$ cat src/rtl/wide_add_pkg.sv
// Shared definitions for the word-serial wide adder: FSM encoding and counter sizing.
package wide_add_pkg;

  typedef enum logic [1:0] {
    IDLE = 2'd0,
    RUN  = 2'd1,
    DONE = 2'd2
  } state_e;

  // Minimum bit count able to index n words; never returns less than 1.
  function automatic int clog2(input int n);
    int r;
    r = 1;
    for (int i = 1; i < 31; i++) begin
      if ((1 << i) < n) r = i + 1;
    end
    return r;
  endfunction

endpackage

$ cat src/rtl/carry_select_adder.sv
// WIDTH-bit carry-select adder: each BLOCK_WIDTH slice precomputes both carry-in cases.
module carry_select_adder #(
  parameter int WIDTH       = 16,
  parameter int BLOCK_WIDTH = 4
) (
  input  logic [WIDTH-1:0] a_i,
  input  logic [WIDTH-1:0] b_i,
  input  logic             c_i,
  output logic [WIDTH-1:0] s_o,
  output logic             c_o
);

  localparam int NB = WIDTH / BLOCK_WIDTH;

  logic [NB:0] cy;

  assign cy[0] = c_i;

  for (genvar g = 0; g < NB; g++) begin : g_blk
    logic [BLOCK_WIDTH:0] sum0;
    logic [BLOCK_WIDTH:0] sum1;

    assign sum0 = {1'b0, a_i[g*BLOCK_WIDTH +: BLOCK_WIDTH]}
                + {1'b0, b_i[g*BLOCK_WIDTH +: BLOCK_WIDTH]};
    assign sum1 = {1'b0, a_i[g*BLOCK_WIDTH +: BLOCK_WIDTH]}
                + {1'b0, b_i[g*BLOCK_WIDTH +: BLOCK_WIDTH]}
                + (BLOCK_WIDTH+1)'(1);

    assign s_o[g*BLOCK_WIDTH +: BLOCK_WIDTH] = cy[g] ? sum1[BLOCK_WIDTH-1:0] : sum0[BLOCK_WIDTH-1:0];
    assign cy[g+1] = cy[g] ? sum1[BLOCK_WIDTH] : sum0[BLOCK_WIDTH];
  end

  assign c_o = cy[NB];

endmodule

$ cat src/rtl/wide_add_sequencer.sv
// Adds/subtracts WIDTH*WORDS-bit operands one word per cycle through a single shared adder.
module wide_add_sequencer
  import wide_add_pkg::*;
#(
  parameter int WIDTH       = 16,
  parameter int BLOCK_WIDTH = 4,
  parameter int WORDS       = 4
) (
  input  logic                   iClk,
  input  logic                   iRst,
  input  logic                   iStart,
  input  logic                   iSub,
  input  logic [WIDTH*WORDS-1:0] iA,
  input  logic [WIDTH*WORDS-1:0] iB,
  input  logic                   iC,
  output logic                   oReady,
  output logic                   oDone,
  output logic [WIDTH*WORDS-1:0] oS,
  output logic                   oC,
  output logic                   oV,
  output logic [1:0]             oState
);

  localparam int TW = WIDTH * WORDS;
  localparam int KW = clog2(WORDS);
  localparam logic [KW-1:0] K_LAST = KW'(WORDS - 1);

  state_e          state_q, state_d;
  logic [TW-1:0]   a_q, b_q, s_q;
  logic [KW-1:0]   k_q;
  logic            carry_q, c_q, v_q;
  logic [WIDTH-1:0] word_a, word_b, word_s;
  logic            word_c, accept, running, last_word;

  assign accept    = (state_q == IDLE) && iStart;
  assign running   = (state_q == RUN);
  assign last_word = running && (k_q == K_LAST);

  assign word_a = a_q[k_q*WIDTH +: WIDTH];
  assign word_b = b_q[k_q*WIDTH +: WIDTH];

  carry_select_adder #(
    .WIDTH       (WIDTH),
    .BLOCK_WIDTH (BLOCK_WIDTH)
  ) u_adder (
    .a_i (word_a),
    .b_i (word_b),
    .c_i (carry_q),
    .s_o (word_s),
    .c_o (word_c)
  );

  always_ff @(posedge iClk or posedge iRst) begin
    if (iRst) state_q <= IDLE;
    else      state_q <= state_d;
  end

  always_comb begin
    state_d = state_q;
    case (state_q)
      IDLE:    if (iStart) state_d = RUN;
      RUN:     if (k_q == K_LAST) state_d = DONE;
      DONE:    state_d = IDLE;
      default: state_d = IDLE;
    endcase
  end

  always_comb begin
    oReady = (state_q == IDLE);
    oDone  = (state_q == DONE);
  end

  // Subtraction is A + ~B + (1 - borrow_in), so B is stored pre-inverted.
  always_ff @(posedge iClk or posedge iRst) begin
    if (iRst) begin
      a_q     <= '0;
      b_q     <= '0;
      s_q     <= '0;
      k_q     <= '0;
      carry_q <= 1'b0;
      c_q     <= 1'b0;
      v_q     <= 1'b0;
    end else if (accept) begin
      a_q     <= iA;
      b_q     <= iSub ? ~iB : iB;
      carry_q <= iC ^ iSub;
      k_q     <= '0;
    end else if (running) begin
      s_q[k_q*WIDTH +: WIDTH] <= word_s;
      carry_q <= word_c;
      k_q     <= k_q + 1'b1;
      if (last_word) begin
        c_q <= word_c;
        v_q <= (word_a[WIDTH-1] == word_b[WIDTH-1]) && (word_s[WIDTH-1] != word_a[WIDTH-1]);
      end
    end
  end

  assign oS     = s_q;
  assign oC     = c_q;
  assign oV     = v_q;
  assign oState = state_q;

endmodule

$ cat config.mk
export PLATFORM = sky130hd
export DESIGN_NAME = wide_add_sequencer
export DESIGN_NICKNAME = d
export VERILOG_FILES = /design/src/rtl/wide_add_pkg.sv /design/src/rtl/carry_select_adder.sv /design/src/rtl/wide_add_sequencer.sv
export SDC_FILE = /design/constraint.sdc
export NUM_CORES = 1
export LEC_CHECK = 0
export BUFFER_PORTS_ARGS = -buffer_cell sky130_fd_sc_hd__buf_4
export CAP_MARGIN = 10
export CORE_ASPECT_RATIO = 1.1
export CORE_MARGIN = 2
export CORE_UTILIZATION = 40
export CTS_BUF_LIST = sky130_fd_sc_hd__clkbuf_4
export DETAILED_ROUTE_END_ITERATION = 6
export PLACE_DENSITY_LB_ADDON = 0.3
export SLEW_MARGIN = 40
export SYNTH_ARGS = -nofsm -noshare
export SYNTH_HDL_FRONTEND = slang
export SYNTH_SLANG_ARGS = --single-unit
$ cat constraint.sdc
create_clock -name iClk -period 13.68 [get_ports iClk]
set_clock_uncertainty 0.2 [all_clocks]
set_input_delay 2.052 -clock iClk [delete_from_list [all_inputs] [get_ports iClk]]
set_output_delay 2.052 -clock iClk [all_outputs]
set_load 0.05 [all_outputs]
* Word-level counts from Yosys, hierarchy flattened
Cells that the tools add are included.
** Word-level totals
- Flip-flop bits (word level) :: 199
- Latch bits :: 0
- Memory bits (writable) :: 0
- Memory bits (read-only) :: 0
- Memories kept :: 0
** Cells by class
- Add/sub/neg operators :: 10
- $mul :: 0
- Divide/modulo/power cells :: 0
- $lt $le $gt $ge :: 0
- Eq/ne operators :: 7
- Shifts and indexed selects :: 4
- Muxes and demuxes :: 17
- Bitwise gates (word level) :: 3
- Reductions and logical operators :: 8
** Operator list (number)
- $shiftx 64x7->16 :: 2
- $bwmux 64 :: 1
- $mux 64 :: 1
- $not 64->64 :: 1
- $shift 16x34->64 const A :: 1
- $shiftx 16x34->64 :: 1
- $neg 6->34 :: 1
- $add 4x4->5 :: 4
- $add 5x1->5 const B :: 4
- $mux 4 :: 4
- $mux 2 :: 4
- $mux 1 :: 6
- $eq 2x2->1 const B :: 2
- $pmux 2 s2 :: 1
- $reduce_and 2->1 :: 2
- $logic_and 1x1->1 :: 3
- $reduce_and 3->1 :: 1
- $add 2x1->2 const B :: 1
- $eq 2x1->1 const B :: 1
- $logic_not 2->1 :: 1
- $ne 2x1->1 const B :: 1
- $ne 2x2->1 const B :: 1
- $reduce_bool 2->1 :: 1
- $eq 1x1->1 :: 1
- other kinds (3) :: 3

* Longest topological paths before layout
Gate-level depths: netlist of the first run.
- Depth in word-level cells :: 9
- Gate-level depth with buffers :: 17
- Mapped depth without buffers :: 13

* Modules after synthesis
Synthesis of the first run repeated with hierarchy kept, for this count alone.
** Second synthesis, totals
- Cells, all modules :: 926
- Area total of the unflattened synthesis :: 9841.9 µm²
** By module, submodules not included
- wide_add_sequencer :: times used 1, cells an instance 805, area an instance 8779.7 µm², seq. area each 4979.8 µm²
- carry_select_adder :: times used 1, cells an instance 121, area an instance 1062.3 µm², seq. area each 0.0 µm²

* Worst setup path before layout of the first run
No wires, ideal clock.
- Kind :: register to register
- Start :: register k_q[0]
- End :: register c_q (netlist: oC)
- Setup time :: 0.069 ns
- Arrival :: 5.226 ns
- Slack :: 8.184 ns
- Cell stages (with the launch flop) :: 18
- Buffers on the path :: 4
- Clock period less this slack :: 5.496 ns
- Cell sequence :: dfrtp_1 clkbuf_1 buf_1 mux4_2 ha_1 fa_1 ha_1 nand2_1 or4b_1 o21ai_1 and4b_1 buf_6 nand3_2 or4b_1 buf_2 xor2_2 or4_1 nand3_1
** Between the ends
- Longest elaborated chain between the ends :: 7
** RTL lines
- from (decl) :: line wide_add_sequencer.sv:30 : logic [KW-1:0] k_q;
- from (signal assigned) :: line wide_add_sequencer.sv:91 : k_q <= k_q + 1'b1;
- $shiftx 64x7->16, on equally long branches :: line wide_add_sequencer.sv:39, wide_add_sequencer.sv:40
- $add 4x4->5 :: line carry_select_adder.sv:24, carry_select_adder.sv:26
- $add 5x1->5 :: line carry_select_adder.sv:27 : + (BLOCK_WIDTH+1)'(1);
- $mux 1 (4 in a row) :: line carry_select_adder.sv:30 : assign cy[g+1] = cy[g] ? sum1[BLOCK_WIDTH] : sum0[BLOCK_WIDTH];
- to (signal assigned) :: line wide_add_sequencer.sv:93 : c_q <= word_c;
- to (decl) :: line wide_add_sequencer.sv:31 : logic carry_q, c_q, v_q;
Parallel ways exist; a longest one is shown, timed or not.
A chain may end at the register's enable or synchronous reset.

* Worst setup path after layout of the first run
- Start :: register k_q[0]
- End :: register s_q[29] (netlist: oS[29])
** Between the ends
- Longest elaborated chain between the ends :: 9
** RTL lines
- $shiftx 64x7->16, on equally long branches :: line wide_add_sequencer.sv:39, wide_add_sequencer.sv:40
- $add 4x4->5 :: line carry_select_adder.sv:24, carry_select_adder.sv:26
- $add 5x1->5 :: line carry_select_adder.sv:27
- $mux 1 (3 in a row) :: line carry_select_adder.sv:30
- $mux 4 :: line carry_select_adder.sv:29 : assign s_o[g*BLOCK_WIDTH +: BLOCK_WIDTH] = cy[g] ? sum1[BLOCK_WIDTH-1:0] : sum0[BLOCK_WIDTH-1:0];
- $shiftx 16x34->64 :: line wide_add_sequencer.sv:89 : s_q[k_q*WIDTH +: WIDTH] <= word_s;
- $bwmux 64 (*) :: line wide_add_sequencer.sv:89
- to (signal, indexed assignment) :: line wide_add_sequencer.sv:89
- to (decl) :: line wide_add_sequencer.sv:29 : logic [TW-1:0] a_q, b_q, s_q;
Mark *: on every way between the ends. The rest lies on a longest branch, timed or not.

==> results of run 1 <==
## cell type report
type	instances	share of cell area, %
flip-flops and latches	199	42.6
clock buffers	18	1.16
repair buffers	207	13.4
diodes	1	0.0214
inverters	13	0.525
well taps	305	3.27
clock inverters	13	1.65
multi-input cells	693	37.3
## power breakdown
group	internal (uW)	switching, uW
logic	689	1200
clock network	149	210
registers	833	165
## sequential cells by signal (all words and copies together) (netlist names)
register / flops
oC: 1
oV: 1
oS: 64
a_q: 64
carry_q: 1
oState: 2
k_q: 2
b_q: 64
## layer usage
layer / GRT usage, % / up-vias / part of all wire (%)
met5: 0 / - / 0
met4: 3.86 / 0 / 1.1
met3: 3.51 / 21 / 4.9
met2: 31.9 / 179 / 49
met1: 28.0 / 3478 / 45
li1: - / 3531 / -
## final timing paths
check / slack [ns] / cells after the start / startpoint / end
setup / recovery: 8.36 / 13 / k_q[0]$_DFFE_PP0P_ / oS[29]$_DFFE_PP0P_
hold / removal: 0.29 / 2 / a_q[39]$_DFFE_PP0P_ / a_q[39]$_DFFE_PP0P_
setup reg to reg: 8.36 / 13 / k_q[0]$_DFFE_PP0P_ / oS[29]$_DFFE_PP0P_
hold reg to reg: 0.29 / 2 / a_q[39]$_DFFE_PP0P_ / a_q[39]$_DFFE_PP0P_
max in group asynchronous: 10.78 / 3 / iRst / b_q[34]$_DFFE_PP0P_
min in group asynchronous: 1.31 / 2 / iRst / oS[19]$_DFFE_PP0P_
## cell families (layout without fill, tap and decap cells)
kind of cell	Yosys count	in the layout	synth area share, %
flip-flops	199	199	51.9
adder cells (fa/ha/maj)	30	30	4.22
AO/OA/AOI/OAI	160	160	9.24
buffers and inverters	69	251	2.79
multiplexers	36	36	7.92
other	0	1	0
XOR/XNOR	88	88	8.11
AND/OR/NAND/NOR	379	379	15.8
## critical path, cell delays in order (launching register included)
cell	delay, ns
dfrtp_2	0.86
mux4_2	0.59
ha_1	0.24
fa_1	0.53
ha_1	0.22
nand2_1	0.11
or4b_1	0.48
o21ai_1	0.11
and4b_1	0.29
nand3_2	0.09
or4b_1	0.57
xor2_2	0.34
mux2i_1	0.41
o21ai_0	0.16
## through the flow
step / utilization, % / setup WS [ns] / hold WS (ns)
after CTS: 49.4 / 8.33 / 0.295
after global placement: 48.0 / 8.42 / 0.254
after global routing: 49.5 / 8.07 / 0.316
after floorplan: - / 6.00 / 0.240
final: 49.5 / 8.36 / 0.291
after detailed placement: 48.0 / 8.36 / 0.259
## placed cells by master (no fill, tap or decap), types with 2 or more instances in the layout
cell type	count
mux4_2	32
or4b_1	2
and3_1	2
nand4_1	6
dfrtp_1	197
or3_1	2
dfrtp_2	2
a21oi_1	14
clkinvlp_4	3
buf_6	3
a22o_1	12
xor2_1	8
nor3_1	2
inv_1	12
nor2b_1	5
nand2_1	325
xnor2_1	79
fa_1	4
a221o_1	4
nor2_1	18
and4b_1	2
inv_6	4
mux2i_1	4
nand2b_1	4
nand3_1	5
ha_1	26
buf_4	204
bufinv_16	4
clkbuf_4	18
o31ai_1	2
o21ai_0	120
a21o_1	5
==> metrics.cfg, run 1 <==
[logic_synthesis]
synth_cell_type_count=37
synth_common_cells=nand2_1 (326), dfrtp_1 (199), o21ai_0 (120), xnor2_1 (79), clkbuf_1 (45)
synth_area_leaders=dfrtp_1 (52%), nand2_1 (13%), mux4_2 (7.5%), xnor2_1 (7.2%), o21ai_0 (6.3%)
yosysMostFrequentCell=nand2_1
syn_nets=1124
ys_seq_area_share_pct=51.9
ys_ff_latch=199
yosys_warnings=0
syn-cell-area_sq_mm=0.00960
synth_top_area_share_pct=51.9
syn_inst=961
async_flop_share_pct=100
yosys.area.top_type=dfrtp_1
avgSynthCellArea_sq_um=9.99
synth_edf_count=0
ys.flop_type=dfrtp_1

[sta]
rsz0062_at_grt=no
hold_viol_final=0
min_period_ns=5.32
setup_tns_ns=0
worst_slew_pin_slew_ns=0.785
finalSetupViolCount=0
report.final.slew_viol_count=0
clock.fmax_mhz=188
maxSlewHeadroom_pct=47.3
min_period_over_period_pct=38.9

[route]
via_per_inst=4.98
first_pass_iters=5
drc_errors=0
initialDrtViolationCount=386
vias=7209
ant_nets=0
wl_per_cell_microns=16.8
routed_wl_microns=24300

[global_routing]
grt_max_degree=121
grt_pass1_wl_microns=38300
grtUsageTotal_pct=19.7
grt_pass1_vias=7066
antenna_found_initial=1
grt.overflow.total=0

[power_and_ir_drop]
power.total_uw=3250
ir_worst_vdd_v=0.000132
p_leak_uw=0.00568
power_density_mw_per_mm2=278

[cts]
cts.sinks=199
htreeDepth=4
clkSlewWorstSetupHoldPaths_ns=0.16
cts-root-buf=clkbuf_4
clock_path_buffers=2
cts-buffers-inserted=17
cts_setup_buffers=0
cts_resized=0
ctsHoldBuffers=0
clock_latency_ns=0.60
cts_tree=built

[place]
gp_congestion=0.775
place_area_sq_mm=0.0113
port_buffers=202
hpwlAfterDp_microns=17600
placed_cells=1417

[finish]
fin_area_sq_mm=0.0117
multi_input_area_sq_mm=0.00436
drive_gt1_share_pct=24.2
syn_to_final_growth_pct=21.7
seqCellArea_sq_mm=0.00498
final_cells=1449
fin_nets=1294
fillCellCount=2284

[setup_path]
critPathMaxFanout=22
arrival_ns=5.60
worstSetupPathType=flip-flop to flip-flop
start_kind=flip-flop
worstSetupEndpointType=flip-flop
cp_data_required_time_ns=13.96

[floorplanning]
die_w_microns=152
dieArea_sq_mm=0.0253
core_sq_mm=0.0236
std_cell_rows=59
die_y_microns=166
start_util_pct=40.6
ios=203

[run_status]
status=complete, no violations

[worst_hold_path]
hold_class=flip-flop to flip-flop

[run]
cap_viol_max_count=0

No activity file was read; power rests on OpenSTA's default activity.
==> inputs of run 2 (changes only) <==
Clock period 13.68 ns to 4.5 ns, I/O delays scaled along.
==> metrics.cfg, run 2 (synthesized netlist as in run 1, its figures left out) <==
[worst_hold_path]
holdPathStages=3  ; +1
hold_class=input pin to flip-flop
hold-path-endpoint=a_q[34]$_DFFE_PP0P_
hold_start=iA[34]

[global_routing]
grt_max_degree=114  ; -5.8%
antenna_found_initial=1  ; unchanged
grt.overflow.total=0  ; unchanged
grtUsageTotal_pct=19.9  ; +0.17 points
grt_pass1_wl_microns=38500  ; +0.45%
grt_pass1_vias=7299  ; +3.3%

[floorplanning]
ios=203  ; unchanged
dieArea_sq_mm=0.0253  ; unchanged
start_util_pct=40.6  ; unchanged
die_w_microns=152  ; unchanged
std_cell_rows=59  ; unchanged
core_sq_mm=0.0236  ; unchanged
die_y_microns=166  ; unchanged

[place]
port_buffers=202  ; unchanged
detailedPlace.worstSlack_ns=-0.0314  ; -8.39 ns
placed_cells=1434  ; +1.2%
gp_congestion=0.874  ; +13%
hpwlAfterDp_microns=18500  ; +4.9%

[route]
ant_nets=0  ; unchanged
via_per_inst=4.98  ; about the same
initialDrtViolationCount=371  ; -3.9%
routed_wl_microns=24300  ; +0.13%
first_pass_iters=5  ; unchanged
drc_errors=0  ; unchanged
vias=7306  ; +1.3%
wl_per_cell_microns=16.6  ; -1.2%

[run_status]
status=complete, no violations

[finish]
drive_gt1_share_pct=25.8  ; +1.6 points
syn_to_final_growth_pct=22.9
final_cells=1468  ; +1.3%
layout_common_cells=nand2_1 (324), buf_4 (221), dfrtp_1 (197)
fin_nets=1313  ; +1.5%
final_common_cell=nand2_1
fillCellCount=2261  ; -1.0%

[cts]
cts-buffers-inserted=17  ; unchanged
clock_latency_ns=0.58  ; -0.02 ns
cts.sinks=199  ; unchanged
cts-root-buf=clkbuf_4
htreeDepth=4  ; unchanged
clkSlewWorstSetupHoldPaths_ns=0.16  ; about the same
clock_path_buffers=2  ; unchanged
cts_tree=built

[setup_path]
rr_startpoint=k_q[0]$_DFFE_PP0P_
r2r_cells=13  ; unchanged
worstSetupEndpointType=flip-flop
crit_top_cell=o21ai_1
critPathMaxFanout=7  ; -68%
crit_family=simple AND/OR/NAND/NOR gates
worst-r2r-setup-slack_ns=0.01  ; -8.34 ns
crit_path_cell_trace=mux4_2, ha_4, fa_1, ha_2, nand2_2, or4b_1, o21ai_1, and4b_1, nand3_2, or4b_4, xor2_4, mux2i_4, o21ai_1
critPathBufInv=0  ; unchanged
cp_data_required_time_ns=4.74  ; -9.22 ns
start_kind=flip-flop
cpMaxStageDelayCell=mux4_2
rr_endpoint=oS[45]$_DFFE_PP0P_
cpPeakStageDelay_ns=0.57  ; -0.29 ns
worstSetupPathType=flip-flop to flip-flop
arrival_ns=4.73  ; -0.87 ns

[sta]
min_period_over_period_pct=99.7  ; +61 points
hold_viol_final=0  ; unchanged
finalSetupViolCount=0  ; unchanged
report.final.slew_viol_count=0  ; unchanged
clock.fmax_mhz=223  ; +19%
setup_tns_ns=0  ; unchanged
rsz0062_at_grt=yes
fin_ws_ns=0.0148  ; -8.34 ns
worst_slew_pin_slew_ns=0.773  ; -0.0122 ns
maxSlewHeadroom_pct=48.4  ; +1.1 points
min_period_ns=4.49  ; -0.837 ns

[run]
cap_viol_max_count=0  ; unchanged

[power_and_ir_drop]
p_leak_uw=0.00573  ; +0.80%
power_density_mw_per_mm2=856  ; +210%
ir_worst_vdd_v=0.000412  ; +210%

run 2: final cells by class:
type,instances,area (sq um),area share [%]
Clock buffer,18,135,1.15
Multi-Input combinational cell,693,4430,37.5
Antenna cell,2,5.00,0.0424
Timing Repair Buffer,226,1730,14.7
Sequential cell,199,4980,42.2
Tap cell,305,382,3.23
Clock inverter,12,81.3,0.689
Inverter,13,52.6,0.445
run 2: worst max-delay path by stage:
stage / endpoint / cells after the start / startpoint / slack (ns)
3_5_place_dp: oS[45]$_DFFE_PP0P_ / 13 / k_q[0]$_DFFE_PP0P_ / -0.03
4_1_cts: carry_q$_DFFE_PP0P_ / 13 / k_q[0]$_DFFE_PP0P_ / 0.008
3_3_place_gp: carry_q$_DFFE_PP0P_ / 13 / k_q[0]$_DFFE_PP0P_ / 0.06
2_1_floorplan: carry_q$_DFFE_PP0P_ / 17 / k_q[0]$_DFFE_PP0P_ / -0.28
6_report: oS[45]$_DFFE_PP0P_ / 13 / k_q[0]$_DFFE_PP0P_ / 0.01
5_1_grt: oS[61]$_DFFE_PP0P_ / 13 / k_q[0]$_DFFE_PP0P_ / -0.14
run 2: power breakdown:
group | switching (uW) | total [uW] | internal [uW]
Combinational | 3860 | 6260 | 2410
Sequential | 487 | 3020 | 2530
Clock | 601 | 819 | 218
Total | 4940 | 10100 | 5160
run 2: worst register-to-register path: cells and delay by family (launching register included):
family,cells,cell delay (ns)
adder cells (fa/ha/maj),3,0.88
multiplexers,2,0.92
AO/OA/AOI/OAI,2,0.23
flip-flops,1,0.50
XOR/XNOR,1,0.30
AND/OR/NAND/NOR,5,1.35
run 2: routing by layer:
layer | GRT usage (%) | part of all wire (%)
met1 | 26.3 | 43
met2 | 33.6 | 50
met3 | 2.77 | 4.6
met4 | 6.40 | 2.3
met5 | 0 | 0
run 2: what timing repair did:
action	4_1_cts	5_1_grt
gates cloned	0	0
gates resized for setup	1	7
endpoints found under the setup margin	5	19
hold buffers	1	0
pin swaps	2	3
buffers inserted	0	1
hold endpoints to repair	6	0
run 2: stage by stage:
stage	hold WS, ns	cell area, sq um	total power, uW	utilization (%)
final	0.0709	11800	10100	49.9
after global routing	0.0263	11800	10900	49.9
after CTS	0.0274	11800	10000	49.8
after detailed placement	0.259	11500	9190	48.8
after global placement	0.252	11500	9030	48.8
after floorplan	0.240	9680	7290	-
==> inputs of run 3 (changes only) <==
Settings changed: HOLD_SLACK_MARGIN set to 0.05, RECOVER_POWER set to 25.
==> metrics.cfg, run 3 (synthesized netlist as in run 1, its figures left out) <==
[floorplanning]
std_cell_rows=59  ; unchanged
die_y_microns=166  ; unchanged
die_w_microns=152  ; unchanged
core_sq_mm=0.0236  ; unchanged
ios=203  ; unchanged
start_util_pct=40.6  ; unchanged
dieArea_sq_mm=0.0253  ; unchanged

[sta]
maxSlewHeadroom_pct=-50.5  ; -99 points
report.final.slew_viol_count=138  ; +138
fin_ws_ns=0.0109  ; -0.00384 ns
setup_tns_ns=0  ; unchanged
worst_slew_pin_slew_ns=2.26  ; +1.49 ns
min_period_ns=4.49  ; +0.00384 ns
min_period_over_period_pct=99.8  ; about the same
clock.fmax_mhz=223  ; about the same
finalSetupViolCount=0  ; unchanged
rsz0062_at_grt=yes
hold_viol_final=0  ; unchanged

[finish]
fin_nets=1342  ; +2.2%
final_common_cell=nand2_1
layout_common_cells=nand2_1 (324), buf_4 (219), dfrtp_1 (197)
fillCellCount=2250  ; -0.49%
syn_to_final_growth_pct=25.7
drive_gt1_share_pct=25.1  ; -0.71 points
final_util_pct=51.1  ; +1.1 points
final_cells=1498  ; +2.0%

[route]
first_pass_iters=4  ; -1
vias=7421  ; +1.6%
met1_length_microns=10600  ; +0.57%
wl_met2_microns=12400  ; +2.1%
drc_errors=0  ; unchanged
ant_nets=0  ; unchanged
routed_wl_microns=24700  ; +1.7%
dr_wl_met3_microns=1140  ; +1.3%
via_per_inst=4.95  ; -0.46%
initialDrtViolationCount=373  ; +0.54%
highest-signal-layer=met4
wl_per_cell_microns=16.5  ; -0.33%

[cts]
cts-buffers-inserted=17  ; unchanged
clkSlewWorstSetupHoldPaths_ns=0.16  ; about the same
htreeDepth=4  ; unchanged
clock_latency_ns=0.59  ; about the same
cts.sinks=199  ; unchanged
cts-root-buf=clkbuf_4
cts_tree=built
clock_path_buffers=2  ; unchanged

[run]
cap_viol_max_count=2  ; +2

[setup_path]
critPathMaxFanout=7  ; unchanged
start_kind=flip-flop
crit_path_cell_trace=mux4_2, ha_4, fa_1, ha_2, nand2_2, or4b_1, o21ai_1, and4b_1, nand3_2, or4b_4, xor2_4, mux2i_4, o21ai_1
arrival_ns=4.75  ; +0.02 ns
crit_start=k_q[0]$_DFFE_PP0P_
cpPeakStageDelay_ns=0.57  ; about the same
worstSetupPathType=flip-flop to flip-flop
worstSetupEndpointType=flip-flop
cp_data_required_time_ns=4.76  ; +0.02 ns
crit_top_cell=o21ai_1
cpMaxStageDelayCell=mux4_2
rr_startpoint=k_q[0]$_DFFE_PP0P_
critPathBufInv=0  ; unchanged
crit_family=simple AND/OR/NAND/NOR gates

[worst_hold_path]
hold_start=iA[18]
hold_class=input pin to flip-flop

[place]
placed_cells=1434  ; unchanged
detailedPlace.worstSlack_ns=-0.0314  ; unchanged
port_buffers=202  ; unchanged
gp_congestion=0.874  ; unchanged
hpwlAfterDp_microns=18500  ; unchanged

[global_routing]
grt_pass1_wl_microns=39200  ; +1.8%
antenna_found_initial=1  ; unchanged
grt_max_degree=114  ; unchanged
grt_pass1_vias=7458  ; +2.2%
grtUsageTotal_pct=20.3  ; +0.39 points
grt.overflow.total=0  ; unchanged

[power_and_ir_drop]
p_leak_uw=0.00584  ; +2.0%
power_density_mw_per_mm2=840  ; -2.0%
ir_worst_vdd_v=0.000413  ; +0.28%

[run_status]
failed_checks=capacitance limit, slew limit
status=finished, violations left

run 3: changes by cell type in the layout (fill, tap and decap cells not counted):
cell / previous run / this run
clkinvlp_4: 3 / 2
diode_2: 2 / 3
clkbuf_1: 0 / 1
clkinvlp_2: 0 / 1
dlygate4sd3_1: 1 / 30
buf_4: 221 / 219
clkbuf_4: 18 / 19
clkbuf_2: 0 / 1
buf_12: 2 / 1
run 3: cell type report:
class	instances	area (sq um)	area share, %
sequential	199	4980	41.3
multi-input combinational	693	4430	36.7
timing repair buffer	255	2000	16.6
tap	305	382	3.16
clock buffer	18	135	1.12
clock inverter	12	81.3	0.674
inverter	13	50.0	0.415
antenna	3	7.51	0.0622
run 3: path summary, 6_finish.rpt:
path,end,slack [ns],depth (start not counted)
min in group asynchronous,oS[13]$_DFFE_PP0P_,0.41,3
min reg2reg,a_q[32]$_DFFE_PP0P_,0.29,2
max,oS[45]$_DFFE_PP0P_,0.01,13
min,a_q[18]$_DFFE_PP0P_,0.08,3
max reg2reg,oS[45]$_DFFE_PP0P_,0.01,13
max in group asynchronous,oS[48]$_DFFE_PP0P_,1.24,4
run 3: power breakdown:
group | switching (uW) | internal, uW
combinational | 3870 | 2420
sequential | 488 | 2530
clock | 601 | 218
total | 4960 | 5170
run 3: per-stage QoR:
step,total power (uW),cell area [sq um],hold WS [ns]
2_1_floorplan,7290,9680,0.240
3_3_place_gp,9030,11500,0.252
3_5_place_dp,9190,11500,0.259
4_1_cts,10100,12000,0.0513
5_1_grt,11000,12100,0.0518
6_report,10100,12100,0.0792
run 3: routing by layer:
layer	up-vias	global-route usage [%]
met5	-	0
met4	0	6.96
met3	29	2.77
met2	205	34.6
met1	3545	26.4
li1	3642	-
run 3: timing repair:
| item | CTS | global route |
|---|---|---|
| endpoints found under the setup margin | 5 | 19 |
| hold endpoints to repair | 35 | 0 |
| setup buffers | 0 | 1 |
| gates resized for setup | 1 | 7 |
| pin swaps | 2 | 3 |
| hold buffers | 30 | 0 |
run 3: worst reg2reg max path: cells and delay by family, from the launching register on:
family	cells	cell delay, ns
flip-flops	1	0.50
adder cells (fa/ha/maj)	3	0.88
multiplexers	2	0.92
AO/OA/AOI/OAI	2	0.23
AND/OR/NAND/NOR	5	1.35
XOR/XNOR	1	0.30
